===== src/rtl/control_fsm_pkg.sv =====
// Shared definitions for the multi-cycle control FSM: opcodes, classes,
// state encoding and the operand-2 select encodings.
package control_fsm_pkg;

  localparam int unsigned OPCODE_W  = 6;
  localparam int unsigned ALU_SEL_W = 2;
  localparam int unsigned STATE_W   = 3;
  localparam int unsigned DATA_W    = 32;

  localparam logic [OPCODE_W-1:0] OP_R_ALU = 6'b000000;
  localparam logic [OPCODE_W-1:0] OP_I_ALU = 6'b000001;
  localparam logic [OPCODE_W-1:0] OP_LOAD  = 6'b000010;
  localparam logic [OPCODE_W-1:0] OP_STORE = 6'b000011;
  localparam logic [OPCODE_W-1:0] OP_BEQ   = 6'b000100;
  localparam logic [OPCODE_W-1:0] OP_JUMP  = 6'b000101;
  localparam logic [OPCODE_W-1:0] OP_HALT  = 6'b111111;

  localparam logic [ALU_SEL_W-1:0] ALU_SEL_IMM    = 2'b00;
  localparam logic [ALU_SEL_W-1:0] ALU_SEL_OFFSET = 2'b01;
  localparam logic [ALU_SEL_W-1:0] ALU_SEL_RD2    = 2'b10;

  typedef enum logic [2:0] {
    CLS_R_ALU   = 3'd0,
    CLS_I_ALU   = 3'd1,
    CLS_LOAD    = 3'd2,
    CLS_STORE   = 3'd3,
    CLS_BEQ     = 3'd4,
    CLS_JUMP    = 3'd5,
    CLS_HALT    = 3'd6,
    CLS_ILLEGAL = 3'd7
  } op_class_e;

  typedef enum logic [STATE_W-1:0] {
    ST_FETCH  = 3'd0,
    ST_DECODE = 3'd1,
    ST_EXEC   = 3'd2,
    ST_MEM    = 3'd3,
    ST_WB     = 3'd4,
    ST_HALT   = 3'd5
  } state_e;

  // Operand-2 source chosen in EXEC, held through MEM and WB.
  function automatic logic [ALU_SEL_W-1:0] exec_alu_select(op_class_e cls);
    case (cls)
      CLS_I_ALU, CLS_JUMP:  exec_alu_select = ALU_SEL_IMM;
      CLS_LOAD, CLS_STORE:  exec_alu_select = ALU_SEL_OFFSET;
      default:              exec_alu_select = ALU_SEL_RD2;
    endcase
  endfunction

  // Datapath operand-2 mux driven by alu_select.
  function automatic logic [DATA_W-1:0] operand2_mux(logic [ALU_SEL_W-1:0] sel,
                                                     logic [DATA_W-1:0] imm,
                                                     logic [DATA_W-1:0] offset,
                                                     logic [DATA_W-1:0] rd2);
    case (sel)
      ALU_SEL_IMM:    operand2_mux = imm;
      ALU_SEL_OFFSET: operand2_mux = offset;
      default:        operand2_mux = rd2;
    endcase
  endfunction

endpackage


===== src/rtl/control_fsm_op_class_decode.sv =====
// Combinational opcode-to-class decode; anything not listed is illegal.
module op_class_decode
  import control_fsm_pkg::*;
(
  input  logic [5:0] opcode,
  output op_class_e  op_class_c
);

  always_comb begin
    op_class_c = CLS_ILLEGAL;
    case (opcode)
      OP_R_ALU: op_class_c = CLS_R_ALU;
      OP_I_ALU: op_class_c = CLS_I_ALU;
      OP_LOAD:  op_class_c = CLS_LOAD;
      OP_STORE: op_class_c = CLS_STORE;
      OP_BEQ:   op_class_c = CLS_BEQ;
      OP_JUMP:  op_class_c = CLS_JUMP;
      OP_HALT:  op_class_c = CLS_HALT;
      default:  op_class_c = CLS_ILLEGAL;
    endcase
  end

endmodule


===== src/rtl/control_fsm.sv =====
// Multi-cycle processor control FSM. Strobes are decoded from state and
// gated by rst so that reset and reset release take effect between edges.
module control_fsm
  import control_fsm_pkg::*;
(
  input  logic       clk,
  input  logic       rst,
  input  logic [5:0] opcode,
  input  logic       mem_ready,
  input  logic       zero_flag,
  output logic [1:0] alu_select,
  output logic       mem_read,
  output logic       mem_write,
  output logic       ir_load,
  output logic       pc_write,
  output logic       reg_write,
  output logic       mem_to_reg,
  output logic       halted,
  output logic       illegal
);

  state_e    state_q, state_d;
  op_class_e class_q, class_d, dec_class;
  logic      illegal_q, illegal_d;

  logic [ALU_SEL_W-1:0] alu_sel_c;
  logic mem_read_c, mem_write_c, ir_load_c, pc_write_c;
  logic reg_write_c, mem_to_reg_c, halted_c;

  op_class_decode u_decode (
    .opcode     (opcode),
    .op_class_c (dec_class)
  );

  always_ff @(posedge clk or posedge rst) begin
    if (rst) begin
      state_q   <= ST_FETCH;
      class_q   <= CLS_R_ALU;
      illegal_q <= 1'b0;
    end else begin
      state_q   <= state_d;
      class_q   <= class_d;
      illegal_q <= illegal_d;
    end
  end

  // Next state and state-decoded outputs.
  always_comb begin
    state_d      = state_q;
    class_d      = class_q;
    illegal_d    = illegal_q;
    alu_sel_c    = ALU_SEL_RD2;
    mem_read_c   = 1'b0;
    mem_write_c  = 1'b0;
    ir_load_c    = 1'b0;
    pc_write_c   = 1'b0;
    reg_write_c  = 1'b0;
    mem_to_reg_c = 1'b0;
    halted_c     = 1'b0;
    case (state_q)
      ST_FETCH: begin
        mem_read_c = 1'b1;
        if (mem_ready) begin
          ir_load_c  = 1'b1;
          pc_write_c = 1'b1;
          state_d    = ST_DECODE;
        end
      end
      ST_DECODE: begin
        class_d = dec_class;
        case (dec_class)
          CLS_HALT: state_d = ST_HALT;
          CLS_ILLEGAL: begin
            state_d   = ST_HALT;
            illegal_d = 1'b1;
          end
          default: state_d = ST_EXEC;
        endcase
      end
      ST_EXEC: begin
        alu_sel_c = exec_alu_select(class_q);
        case (class_q)
          CLS_R_ALU, CLS_I_ALU: state_d = ST_WB;
          CLS_LOAD, CLS_STORE:  state_d = ST_MEM;
          CLS_BEQ: begin
            pc_write_c = zero_flag;
            state_d    = ST_FETCH;
          end
          CLS_JUMP: begin
            pc_write_c = 1'b1;
            state_d    = ST_FETCH;
          end
          default: state_d = ST_FETCH;
        endcase
      end
      ST_MEM: begin
        alu_sel_c = exec_alu_select(class_q);
        case (class_q)
          CLS_LOAD: begin
            mem_read_c = 1'b1;
            if (mem_ready) state_d = ST_WB;
          end
          CLS_STORE: begin
            mem_write_c = 1'b1;
            if (mem_ready) state_d = ST_FETCH;
          end
          default: state_d = ST_FETCH;
        endcase
      end
      ST_WB: begin
        alu_sel_c    = exec_alu_select(class_q);
        reg_write_c  = 1'b1;
        mem_to_reg_c = (class_q == CLS_LOAD);
        state_d      = ST_FETCH;
      end
      ST_HALT: halted_c = 1'b1;
      default: state_d = ST_FETCH;
    endcase
  end

  // Reset overrides outputs immediately, independent of clk.
  assign alu_select = rst ? ALU_SEL_RD2 : alu_sel_c;
  assign mem_read   = mem_read_c   & ~rst;
  assign mem_write  = mem_write_c  & ~rst;
  assign ir_load    = ir_load_c    & ~rst;
  assign pc_write   = pc_write_c   & ~rst;
  assign reg_write  = reg_write_c  & ~rst;
  assign mem_to_reg = mem_to_reg_c & ~rst;
  assign halted     = halted_c     & ~rst;
  assign illegal    = illegal_q;

endmodule


===== config.mk =====
export PLATFORM = sky130hd
export DESIGN_NAME = control_fsm
export DESIGN_NICKNAME = d
export VERILOG_FILES = /design/src/rtl/control_fsm_pkg.sv /design/src/rtl/control_fsm_op_class_decode.sv /design/src/rtl/control_fsm.sv
export SDC_FILE = /design/constraint.sdc
export NUM_CORES = 1
export LEC_CHECK = 0
export BUFFER_PORTS_ARGS = -buffer_cell sky130_fd_sc_hd__buf_2
export CAP_MARGIN = 30
export CORE_AREA = 2 2 41 43
export CTS_CLUSTER_DIAMETER = 80
export CTS_CLUSTER_SIZE = 8
export DETAILED_ROUTE_END_ITERATION = 10
export DIE_AREA = 0 0 43 45
export GPL_ROUTABILITY_DRIVEN = 0
export RECOVER_POWER = 50
export SYNTH_ARGS = -nofsm -noshare
export SYNTH_HDL_FRONTEND = slang
export SYNTH_SLANG_ARGS = --single-unit

===== constraint.sdc =====
create_clock -name clk -period 1.4 [get_ports clk]
set_input_delay 0 -clock clk [delete_from_list [all_inputs] [get_ports clk]]
set_output_delay 0 -clock clk [all_outputs]
set_load 0.005 [all_outputs]

# Word-level counts from Yosys, hierarchy flattened

Cells that the tools add are included.

Bits in registers: 7
Input port bits: 10
Output and inout bits: 10

Bitwise logic cells: 9
Reduce and logical (&&, ||, !) cells: 10
Mux-type cells: 22
Equal/unequal tests: 21

Operators by type and width:

| cell                 | count |
|---|---|
| $pmux W3 S7          | 1 |
| $eq A3 B3 Y1 const B | 6 |
| $pmux W3 S5          | 1 |
| $eq A3 B2 Y1 const B | 4 |
| $eq A6 B2 Y1 const B | 2 |
| $eq A6 B3 Y1 const B | 2 |
| $mux W3              | 4 |
| $pmux W3 S2          | 2 |
| $mux W1              | 8 |
| $reduce_or A2 Y1     | 4 |
| $and A1 B1 Y1        | 7 |
| $eq A3 B1 Y1 const B | 2 |
| $eq A6 B1 Y1 const B | 1 |
| $eq A6 B6 Y1 const B | 1 |
| $logic_not A3 Y1     | 2 |
| $logic_not A6 Y1     | 1 |
| $ne A3 B3 Y1 const B | 2 |
| $pmux W1 S2          | 3 |
| $mux W2              | 2 |
| $pmux W2 S2          | 1 |
| $reduce_and A4 Y1    | 1 |
| $reduce_or A3 Y1     | 1 |
| $ne A2 B2 Y1 const B | 1 |
| $not A1 Y1           | 2 |
| $reduce_and A2 Y1    | 1 |

# Logic depth before layout (Yosys ltp)

Gate-level depths: netlist of run 1.

Depth after elaboration: 6
Mapped depth: 4
Depth with buffers taken out: 3

# Modules after synthesis

From an unflattened synthesis of run 1, not the netlist that was laid out.

Cell total of the unflattened synthesis: 54
Area, all modules: 518.0 um2

Modules (own cells, without submodules):

| module          | sequential area each (um2) | area each (um2) | cells an instance | instances |
|---|---|---|---|---|
| control_fsm     | 175.2                      | 471.7           | 47                | 1 |
| op_class_decode | 0.0                        | 46.3            | 7                 | 1 |

# Worst setup path after synthesis of run 1

OpenSTA, ideal clock, no wires.

Path type: register -> register
Start: register state_q[1]
End: register class_q[1]
Library setup time: 0.121 ns
Period minus slack after synthesis: 1.098 ns
Buffers on the path: 1
Path slack: 0.302 ns
Data arrival time: 0.977 ns
Cell stages (with the launch flop): 5
Cell sequence: dfrtp_1 buf_6 nor3b_4 nand2_1 o22a_1

Word-level cells in the longest chain between the ends: 1

Ends and longest elaborated chain:

| element                | line              | text |
|---|---|---|
| from (decl)            | control_fsm.sv:22 | `state_e state_q, state_d;` |
| from (signal assigned) | control_fsm.sv:41 | `state_q <= state_d;` |
| $eq A3 B1 Y1           | control_fsm.sv:60 | `case (state_q)` |
| to (signal assigned)   | control_fsm.sv:42 | `class_q <= class_d;` |
| to (decl)              | control_fsm.sv:23 | `op_class_e class_q, class_d, dec_class;` |

No other way between the ends.
A chain may end at the register's enable or synchronous reset.

# Worst setup path in the final report of run 1

Start: register state_q[0]
End: output port alu_select[1]

Word-level cells in the longest chain between the ends: 4
Elaborated cells on any way between the ends: 6
Those cells by class: 3 x eq/ne; 2 x mux; 1 x reduce/logical

Ends and longest elaborated chain:

| element                                      | line               | text |
|---|---|---|
| $eq A3 B3 Y1 or $eq A3 B2 Y1 (tied branches) | control_fsm.sv:60  |  |
| $reduce_or A3 Y1 (no source line) (*)        | -                  |  |
| $mux W2 (*)                                  | -                  |  |
| $mux W2 (*)                                  | control_fsm.sv:122 | `assign alu_select = rst ? ALU_SEL_RD2 : alu_sel_c;` |
| to (decl)                                    | control_fsm.sv:11  | `output logic [1:0] alu_select,` |

Every way passes the cells marked *; elsewhere a longest branch is shown, timed or not.

==> impl_metrics.yaml, run 1 <==
routing:
  firstDrtPassIters: 4
  initialDrtViolationCount: 9
  avgViaCountPerCell: 5.30
  wirelength_mm: 1.23
  post-route-drc-count: 0
  wl_per_cell_um: 11.8
  vias: 551
  postRouteAntennaNets: 0
cts:
  cts_max_level: 1
  clkTransAtPathRegs_ns: 0.05
  cts_buffer_depth: 2
  cts_tree: "yes"
  clock_latency_ns: 0.25
  root_buffer: "clkbuf_4"
  cts_num_sinks: 7
  cts_buffers: 3
critical_path:
  worst_path_largest_cell_delay_ns: 0.44
  cp_data_required_time_ns: 1.40
  cp.arrival_ns: 1.36
  cp.buffers_inverters: 1
  reg2reg_from: "state_q[1]$_DFFE_PP0P_"
  worstSetupPathType: "flip-flop to output port"
  critPathLaunch: "state_q[0]$_DFFE_PP0P_"
  endpoint_kind: "output port"
  worstPathMaxFanout: 6
  reg2reg_slack_ns: 0.11
  slowest_stage: "dfrtp_2"
  start_kind: "flip-flop"
  critPathCapture: "alu_select[1]"
  reg2reg_depth: 4
  critPathTopFamily: "flip-flops"
  cp.depth: 4
  r2r-end: "class_q[1]$_DFFE_PP0P_"
  cp_cell_sequence: "nor2_4 -> nand2_2 -> a221o_1 -> buf_2"
power_and_ir_drop:
  vdd_ir_drop_max_mv: 0.626
  p_sw_w: 0.000418
  power_density_nw_per_um2: 1520
  power_frac_comb: 0.499
  intPower_w: 0.000687
  seqPwrFrac: 0.338
  clkPwrFrac: 0.163
  p_sw_frac: 0.378
  p_leak_nw: 0.328
grt:
  grt_pass1_wl_mm: 2.19
  gr-usage-all-layers: 0.153
  grt_max_degree: 11
  grt_antenna_before_repair: 0
  grt_pass1_vias: 531
  grt_overflow: 0
floorplan:
  io-pin-count: 20
  die_w_um: 43
  initial_core_util: 0.355
  dieArea_um2: 1940
  fp.coreArea_um2: 1470
  rows: 14
  die_y_um: 45
yosys:
  synth_seq_cells: 7
  synth_cells: 58
  syn_avg_cell_area_um2: 9.00
  seq_area_frac_synth: 0.336
  synth_nets: 68
  yosysTopAreaCell: "dfrtp_1"
  synth_area_um2: 522
  yosysUniqueCellTypes: 34
  yosysWarnings: 0
  synth_top_area_share: 0.336
  synth.area.top_cells: "dfrtp_1 34%, nor2_1 3.6%, nor3b_4 3.6%"
placed_design:
  port_buffers: 19
  dpl.cell_count: 92
  hpwl_um: 947
timing:
  rsz0062_at_grt: "yes"
  relSlewSlack: 0.771
  tightest_slew_ns: 0.342
  hold_viol_final: 0
  report.final.slew_viol_count: 0
  skew_ns: 0.00520
  finalCriticalPeriod_ns: 1.36
  finalSetupViolations: 0
  final.period_utilization: 0.970
  fin_tns_setup_ns: 0
  clock.fmax_mhz: 737
job:
  cap_violations: 0
finish:
  area_growth_pct: 39.6
  nets: 99
  fin_util: 0.495
  final_common_cell: "buf_2"
  final_cells: 104
  final_cell_mix: "18 x buf_2, 8 x buf_4, 4 x nor2_1, 4 x dfrtp_2"
  antennaDiodeCount: 0
  layout-drive-gt1-share: 0.466
status:
  status: "complete, no violations"
worst_hold_path:
  hold_path_class: "input port to flip-flop"
## through the flow
stage               total power, W  hold slack, ns  instance area, µm²  setup WS [ns]
detailed placement        0.000790          0.0341                 626          0.109
global placement          0.000789          0.0344                 626          0.127
floorplan                 0.000672          -0.186                 522          0.302
finish                     0.00111          0.0254                 728         0.0422
CTS                        0.00105          0.0134                 704         0.0103
global route               0.00121          0.0176                 728        -0.0307
## synthesized netlist by cell type
library cell and number:
dfrtp_1 7, nor2_1 5, nand2_1 4, inv_1 3
a21oi_1 2, a32oi_1 2, and3_1 2, and3_2 2
o21ai_0 2, o21ai_1 2, o22a_1 2, o22ai_1 2
or2b_1 2, a2111o_1 1, a2111oi_2 1, a211oi_1 1
a221o_1 1, and2_1 1, and2b_1 1, and2b_2 1
and3b_1 1, buf_4 1, buf_6 1, nand2b_1 1
nand4_1 1, nand4b_1 1, nor2b_1 1, nor3_1 1
nor3b_4 1, nor4_1 1, o211ai_1 1, o21bai_1 1
o41ai_1 1, or2_2 1
## registers in the layout, summed over array words and instances (netlist names)
name,count
class_q,3
illegal,1
state_q,3
## how the worst min path moves through the flow
| stage | cells past startpoint | endpoint | from | slack (ns) |
|---|---|---|---|---|
| after floorplan | 1 | class_q[0]$_DFFE_PP0P_ | rst | -0.19 |
| after global placement | 3 | state_q[0]$_DFFE_PP0P_ | rst | 0.03 |
| after detailed placement | 3 | state_q[0]$_DFFE_PP0P_ | rst | 0.03 |
| after CTS | 2 | class_q[2]$_DFFE_PP0P_ | opcode[2] | 0.01 |
| after global routing | 2 | class_q[1]$_DFFE_PP0P_ | opcode[1] | 0.02 |
| final | 2 | class_q[2]$_DFFE_PP0P_ | opcode[2] | 0.03 |
## cell families (layout without fill, tap and decap cells)
family          Yosys count  count (layout)  share of synthesized area
compound gates           19              19                      0.278
simple gates             27              27                      0.329
buf+inv                   5              35                     0.0576
flops                     7               7                      0.336
## repair_timing
item	4_1_cts	5_1_grt
resized for setup	6	2
buffers inserted	4	3
endpoints found under the setup margin	4	3
pin swaps	0	2
hold endpoints to repair	7	0
hold buffers	1	0
## power groups by stage
stage | Clock (W) | Sequential (W) | Combinational, W
2_1_floorplan | 0 | 0.000323 | 0.000349
3_3_place_gp | 0 | 0.000389 | 0.000400
3_5_place_dp | 0 | 0.000391 | 0.000399
4_1_cts | 0.000193 | 0.000390 | 0.000470
5_1_grt | 0.000209 | 0.000389 | 0.000616
6_report | 0.000180 | 0.000373 | 0.000552
## layout make-up
class | count | area [µm²]
fillers | 151 | 743
multi-input cells | 46 | 327
flip-flops and latches | 7 | 180
repair buffers | 28 | 164
clock buffers | 4 | 26.3
well taps | 16 | 20.0
inverters | 3 | 11.3
## routing by layer
layer,global-route usage,vias up,wire length (µm)
li1,-,279,-
met1,0.185,244,551
met2,0.261,26,558
met3,0.0240,2,107
met4,0.0909,0,6
met5,0,-,0
No activity file was read; power rests on OpenSTA's default activity.
==> inputs of run 2 (changes only) <==
CELL_PAD_IN_SITES_DETAIL_PLACEMENT = 1   (was not set)
CELL_PAD_IN_SITES_GLOBAL_PLACEMENT = 1   (was not set)
CORE_AREA = 2 2 43 45   (was 2 2 41 43)
DIE_AREA = 0 0 45 47   (was 0 0 43 45)
PLACE_DENSITY_LB_ADDON = 0.1   (was not set)
SYNTH_HIERARCHICAL = 1   (was not set)
==> run 2 against run 1 <==
Against the previous run:
- maximum frequency grew 0.63%
- worst hold slack gained 0.077 ns
- largest power group unchanged
- combinational power grew 9.8%
- critical path type unchanged
- register-to-register slack lost 0.05 ns
- critical path depth is the same
- synthesized area shrank 0.72%
- highest routed layer unchanged
==> impl_metrics.yaml, run 2 <==
yosys:
  synth.area.top_cells: "dfrtp_1 34%, mux2_4 8.7%, nand2b_1 6.0%"
  synth_nets: 64
  seq_area_frac_synth: 0.338
  synth_cells: 54
  synth_area_um2: 518
  ys.flop_type: "dfrtp_1"
  async_reset_ff_frac: 1.00
  synth_top_area_share: 0.338
  yosysTopAreaCell: "dfrtp_1"
  yosysWarnings: 6
  yosysUniqueCellTypes: 29
  synth_edf_count: 0
  synth_top_cells_by_count: "7 x dfrtp_1, 5 x nand2b_1, 5 x nor2_1"
  synth_most_common_cell: "dfrtp_1"
  syn_avg_cell_area_um2: 9.59
  synth_seq_cells: 7
timing:
  hold_viol_final: 0
  finalSetupViolations: 0
  skew_ns: 0.00261
  finalWorstSetupSlack_ns: 0.0508
  rsz0062_at_grt: "yes"
  relSlewSlack: 0.817
  finalCriticalPeriod_ns: 1.35
  report.final.slew_viol_count: 0
  clock.fmax_mhz: 741
  tightest_slew_ns: 0.274
  final.period_utilization: 0.964
  holdWs_ns: 0.102
critical_path:
  reg2reg_depth: 4
  r2r-end: "class_q[2]$_DFFE_PP0P_"
  start_kind: "flip-flop"
  endpoint_kind: "output port"
  reg2reg_slack_ns: 0.06
  worstSetupPathType: "flip-flop to output port"
  cp.arrival_ns: 1.35
  worstPathMaxFanout: 6
  reg2reg_from: "state_q[1]$_DFFE_PP0P_"
  cp_data_required_time_ns: 1.40
placed_design:
  dpl.cell_count: 90
  pre_cts_slack_ns: 0.175
  hpwl_mm: 1.02
  port_buffers: 19
routing:
  post-route-drc-count: 0
  wirelength_mm: 1.63
  firstDrtPassIters: 3
  vias: 550
  postRouteAntennaNets: 0
  initialDrtViolationCount: 4
  wl_per_cell_um: 15.8
  avgViaCountPerCell: 5.34
grt:
  grt_max_degree: 8
  grt_overflow: 0
  grt_pass1_wl_mm: 2.28
  grt_antenna_before_repair: 0
  gr-usage-all-layers: 0.159
  grt_pass1_vias: 524
floorplan:
  initial_core_util: 0.314
  die_w_um: 45
  die_y_um: 47
  fp.coreArea_um2: 1650
  dieArea_um2: 2120
  rows: 15
  io-pin-count: 20
finish:
  area_growth_pct: 43.5
  final_cells: 103
  final_cell_mix: "19 x buf_2, 9 x buf_4, 5 x nand2b_1, 5 x dfrtp_2"
  nets: 97
  layout-drive-gt1-share: 0.558
  fin_util: 0.450
  final_common_cell: "buf_2"
  antennaDiodeCount: 0
cts:
  cts_buffer_depth: 2
  cts_max_level: 1
  root_buffer: "clkbuf_4"
  cts_num_sinks: 7
  cts_tree: "yes"
  clkTransAtPathRegs_ns: 0.06
  cts_buffers: 3
  clock_latency_ns: 0.27
worst_hold_path:
  min_to: "class_q[1]$_DFFE_PP0P_"
  hp-start: "opcode[1]"
  worstHoldPathCells: 3
  hold_path_class: "input port to flip-flop"
power_and_ir_drop:
  p_leak_nw: 0.329
  vdd_ir_drop_max_mv: 0.522
  power_density_nw_per_um2: 1610
job:
  cap_violations: 0
status:
  status: "complete, no violations"
[run 2: critical path: stages (launching register included)]
cell      delay (ns)
dfrtp_2         0.46
buf_4           0.18
nor2_1          0.13
a21boi_0        0.18
buf_2           0.13
[run 2: worst max path at each step]
stage,startpoint,end,slack [ns],depth (start not counted)
2_1_floorplan,state_q[1]$_DFFE_PP0P_,class_q[0]$_DFFE_PP0P_,0.24,3
3_3_place_gp,state_q[0]$_DFFE_PP0P_,alu_select[1],0.20,4
3_5_place_dp,state_q[1]$_DFFE_PP0P_,class_q[2]$_DFFE_PP0P_,0.18,3
4_1_cts,state_q[1]$_DFFE_PP0P_,alu_select[1],0.01,4
5_1_grt,state_q[0]$_DFFE_PP0P_,mem_to_reg,-0.01,4
6_report,state_q[2]$_DFFE_PP0P_,pc_write,0.05,4
[run 2: final cells by class]
class / instances / area, µm²
Multi-Input combinational cell: 45 / 338
Tap cell: 17 / 21.3
Sequential cell: 7 / 181
Clock buffer: 4 / 26.3
Timing Repair Buffer: 29 / 173
Fill cell: 209 / 908
Inverter: 1 / 3.75
[run 2: timing repair]
item                       CTS  global route
setup endpoints to repair    2             5
hold endpoints to repair     7             0
hold buffers                 1             0
gates cloned                 0             0
resized for setup            3             5
setup buffers                3             5
pin swaps                    0             2
[run 2: metrics by stage]
step	total power [W]	TNS [ns]	area, µm²
3_3_place_gp	0.000806	0	628
5_1_grt	0.00128	-0.0379	743
2_1_floorplan	0.000686	0	518
3_5_place_dp	0.000802	0	628
6_report	0.00120	0	743
4_1_cts	0.00107	0	694
[run 2: per-layer routing]
metal  GRT usage  wire [µm]  part of all wire  vias up
met2       0.229        821              0.50        9
li1            -          -                 -      265
met5           0          0                 0        -
met4      0.0882         34             0.021        0
met1       0.207        716              0.44      271
met3      0.0577         53             0.033        5
[run 2: logic make-up after synthesis]
kind of cell / count (synthesis) / share of synthesized area
multiplexers: 4 / 0.106
flip-flops: 7 / 0.338
buffers and inverters: 2 / 0.0338
AND/OR/NAND/NOR: 28 / 0.343
AO/OA/AOI/OAI: 13 / 0.179
[run 2: power by group]
part	switching [W]	leakage (nW)	internal (W)
Clock	0.0000952	0.0150	0.000110
Sequential	0.000118	0.0685	0.000269
Combinational	0.000266	0.245	0.000340
Total	0.000479	0.329	0.000719
==> inputs of run 3 (changes only) <==
PLACE_DENSITY_LB_ADDON = 0.25   (was 0.1)
REMOVE_ABC_BUFFERS = 1   (was not set)
==> run 3 against run 2 <==
Against the previous run:
- clock power shrank 10%
- total power fell by 9.0%
- design area fell by 5.2%
- sequential power hardly changed
- combinational power shrank 14%
- die area is the same
==> impl_metrics.yaml, run 3 (synthesized netlist as in run 2, its figures left out) <==
critical_path:
  worstSetupPathType: "flip-flop to output port"
  start_kind: "flip-flop"
  cp.arrival_ns: 1.35
  cp_data_required_time_ns: 1.40
  worstPathMaxFanout: 5
  endpoint_kind: "output port"
finish:
  final_cell_mix: "19 x buf_2, 5 x nand2b_1"
  layout-drive-gt1-share: 0.519
  fin_util: 0.427
  area_growth_pct: 36.0
  final_cell_area_um2: 704
  fillers: 205
  antennaDiodeCount: 0
  final_common_cell: "buf_2"
  nets: 92
floorplan:
  rows: 15
  die_w_um: 45
  dieArea_um2: 2120
  initial_core_util: 0.314
  io-pin-count: 20
  die_y_um: 47
  fp.coreArea_um2: 1650
cts:
  cts_tree: "yes"
  root_buffer: "clkbuf_4"
  cts_buffer_depth: 2
  cts_max_level: 1
  clkTransAtPathRegs_ns: 0.05
  clock_latency_ns: 0.25
  cts_num_sinks: 7
  cts_buffers: 3
grt:
  grt_pass1_vias: 466
  grt_max_degree: 11
  grt_pass1_wl_mm: 2.08
  gr-usage-all-layers: 0.134
  grt_overflow: 0
  grt_antenna_before_repair: 0
timing:
  final.period_utilization: 0.961
  finalSetupViolations: 0
  relSlewSlack: 0.805
  clock.fmax_mhz: 743
  report.final.slew_viol_count: 0
  finalCriticalPeriod_ns: 1.35
  hold_viol_final: 0
  rsz0062_at_grt: "yes"
  tightest_slew_ns: 0.292
  skew_ns: 0.00606
power_and_ir_drop:
  power_density_nw_per_um2: 1550
  p_leak_nw: 0.304
  intPower_w: 0.000660
  seqPwrFrac: 0.355
  p_sw_w: 0.000430
  p_sw_frac: 0.395
  power_frac_comb: 0.477
  clkPwrFrac: 0.168
  p_total_w: 0.00109
  vdd_ir_drop_max_mv: 0.889
placed_design:
  place_area_um2: 621
  port_buffers: 19
  hpwl_mm: 1.03
routing:
  drt-met1-wl_um: 650
  wirelength_mm: 1.35
  route.met2.wl_um: 639
  avgViaCountPerCell: 5.20
  wl_per_cell_um: 13.8
  postRouteAntennaNets: 0
  post-route-drc-count: 0
  top_layer: "met3"
  wl_met3_um: 58
  firstDrtPassIters: 4
  initialDrtViolationCount: 1
  vias: 510
status:
  status: "complete, no violations"
worst_hold_path:
  hold_path_class: "input port to flip-flop"
job:
  cap_violations: 0
==> run 3: path summary, 6_finish.rpt <==
check | startpoint | to | slack [ns] | cells past startpoint
setup / recovery | class_q[2]$_DFFE_PP0P_ | mem_read | 0.05 | 4
min in group asynchronous | rst | class_q[0]$_DFFE_PP0P_ | 0.29 | 3
hold reg to reg | illegal$_DFFE_PP0P_ | illegal$_DFFE_PP0P_ | 0.47 | 1
setup reg to reg | state_q[0]$_DFFE_PP0P_ | class_q[1]$_DFFE_PP0P_ | 0.14 | 4
max in group asynchronous | rst | class_q[1]$_DFFE_PP0P_ | 0.86 | 3
hold / removal | opcode[1] | class_q[1]$_DFFE_PP0P_ | 0.13 | 3
==> run 3: power by group through the flow <==
stage	Sequential [W]	Clock, W	Combinational [W]
4_1_cts	0.000411	0.000192	0.000390
6_report	0.000387	0.000184	0.000520
2_1_floorplan	0.000358	0	0.000291
3_5_place_dp	0.000401	0	0.000383
5_1_grt	0.000402	0.000208	0.000573
3_3_place_gp	0.000403	0	0.000374
==> run 3: cell type report <==
class,instances,area (µm²),area share
multi-input cells,45,338,0.480
well taps,17,21.3,0.0302
inverters,1,3.75,0.00533
repair buffers,24,135,0.192
flip-flops and latches,7,180,0.256
clock buffers,4,26.3,0.0373
==> run 3: timing repair <==
item | 4_1_cts | 5_1_grt
pin swaps | 0 | 1
gates resized for setup | 4 | 3
setup buffers | 0 | 4
endpoints found under the hold margin | 7 | 0
hold buffers | 1 | 0
setup endpoints to repair | 2 | 3
==> run 3: metrics by stage <==
| step | setup TNS (ns) | hold WS [ns] | setup slack [ns] | instances |
|---|---|---|---|---|
| 2_1_floorplan | 0 | -0.197 | 0.238 | 53 |
| 3_3_place_gp | 0 | 0.00260 | 0.194 | 89 |
| 3_5_place_dp | 0 | 0.0204 | 0.164 | 89 |
| 4_1_cts | 0 | 0.119 | 0.0243 | 94 |
| 5_1_grt | -0.0232 | 0.150 | -0.0209 | 98 |
| 6_report | 0 | 0.134 | 0.0549 | 98 |
==> run 3: critical path, stage by stage, from the launching register on <==
cell	delay [ns]
dfrtp_1	0.42
and3b_2	0.29
a21oi_1	0.07
nor3_1	0.16
buf_2	0.16
==> run 3: layer usage <==
layer | track usage | vias to the layer above
met1 | 0.199 | 246
met4 | 0.00588 | 0
met5 | 0 | -
li1 | - | 254
met3 | 0.0615 | 0
met2 | 0.186 | 10
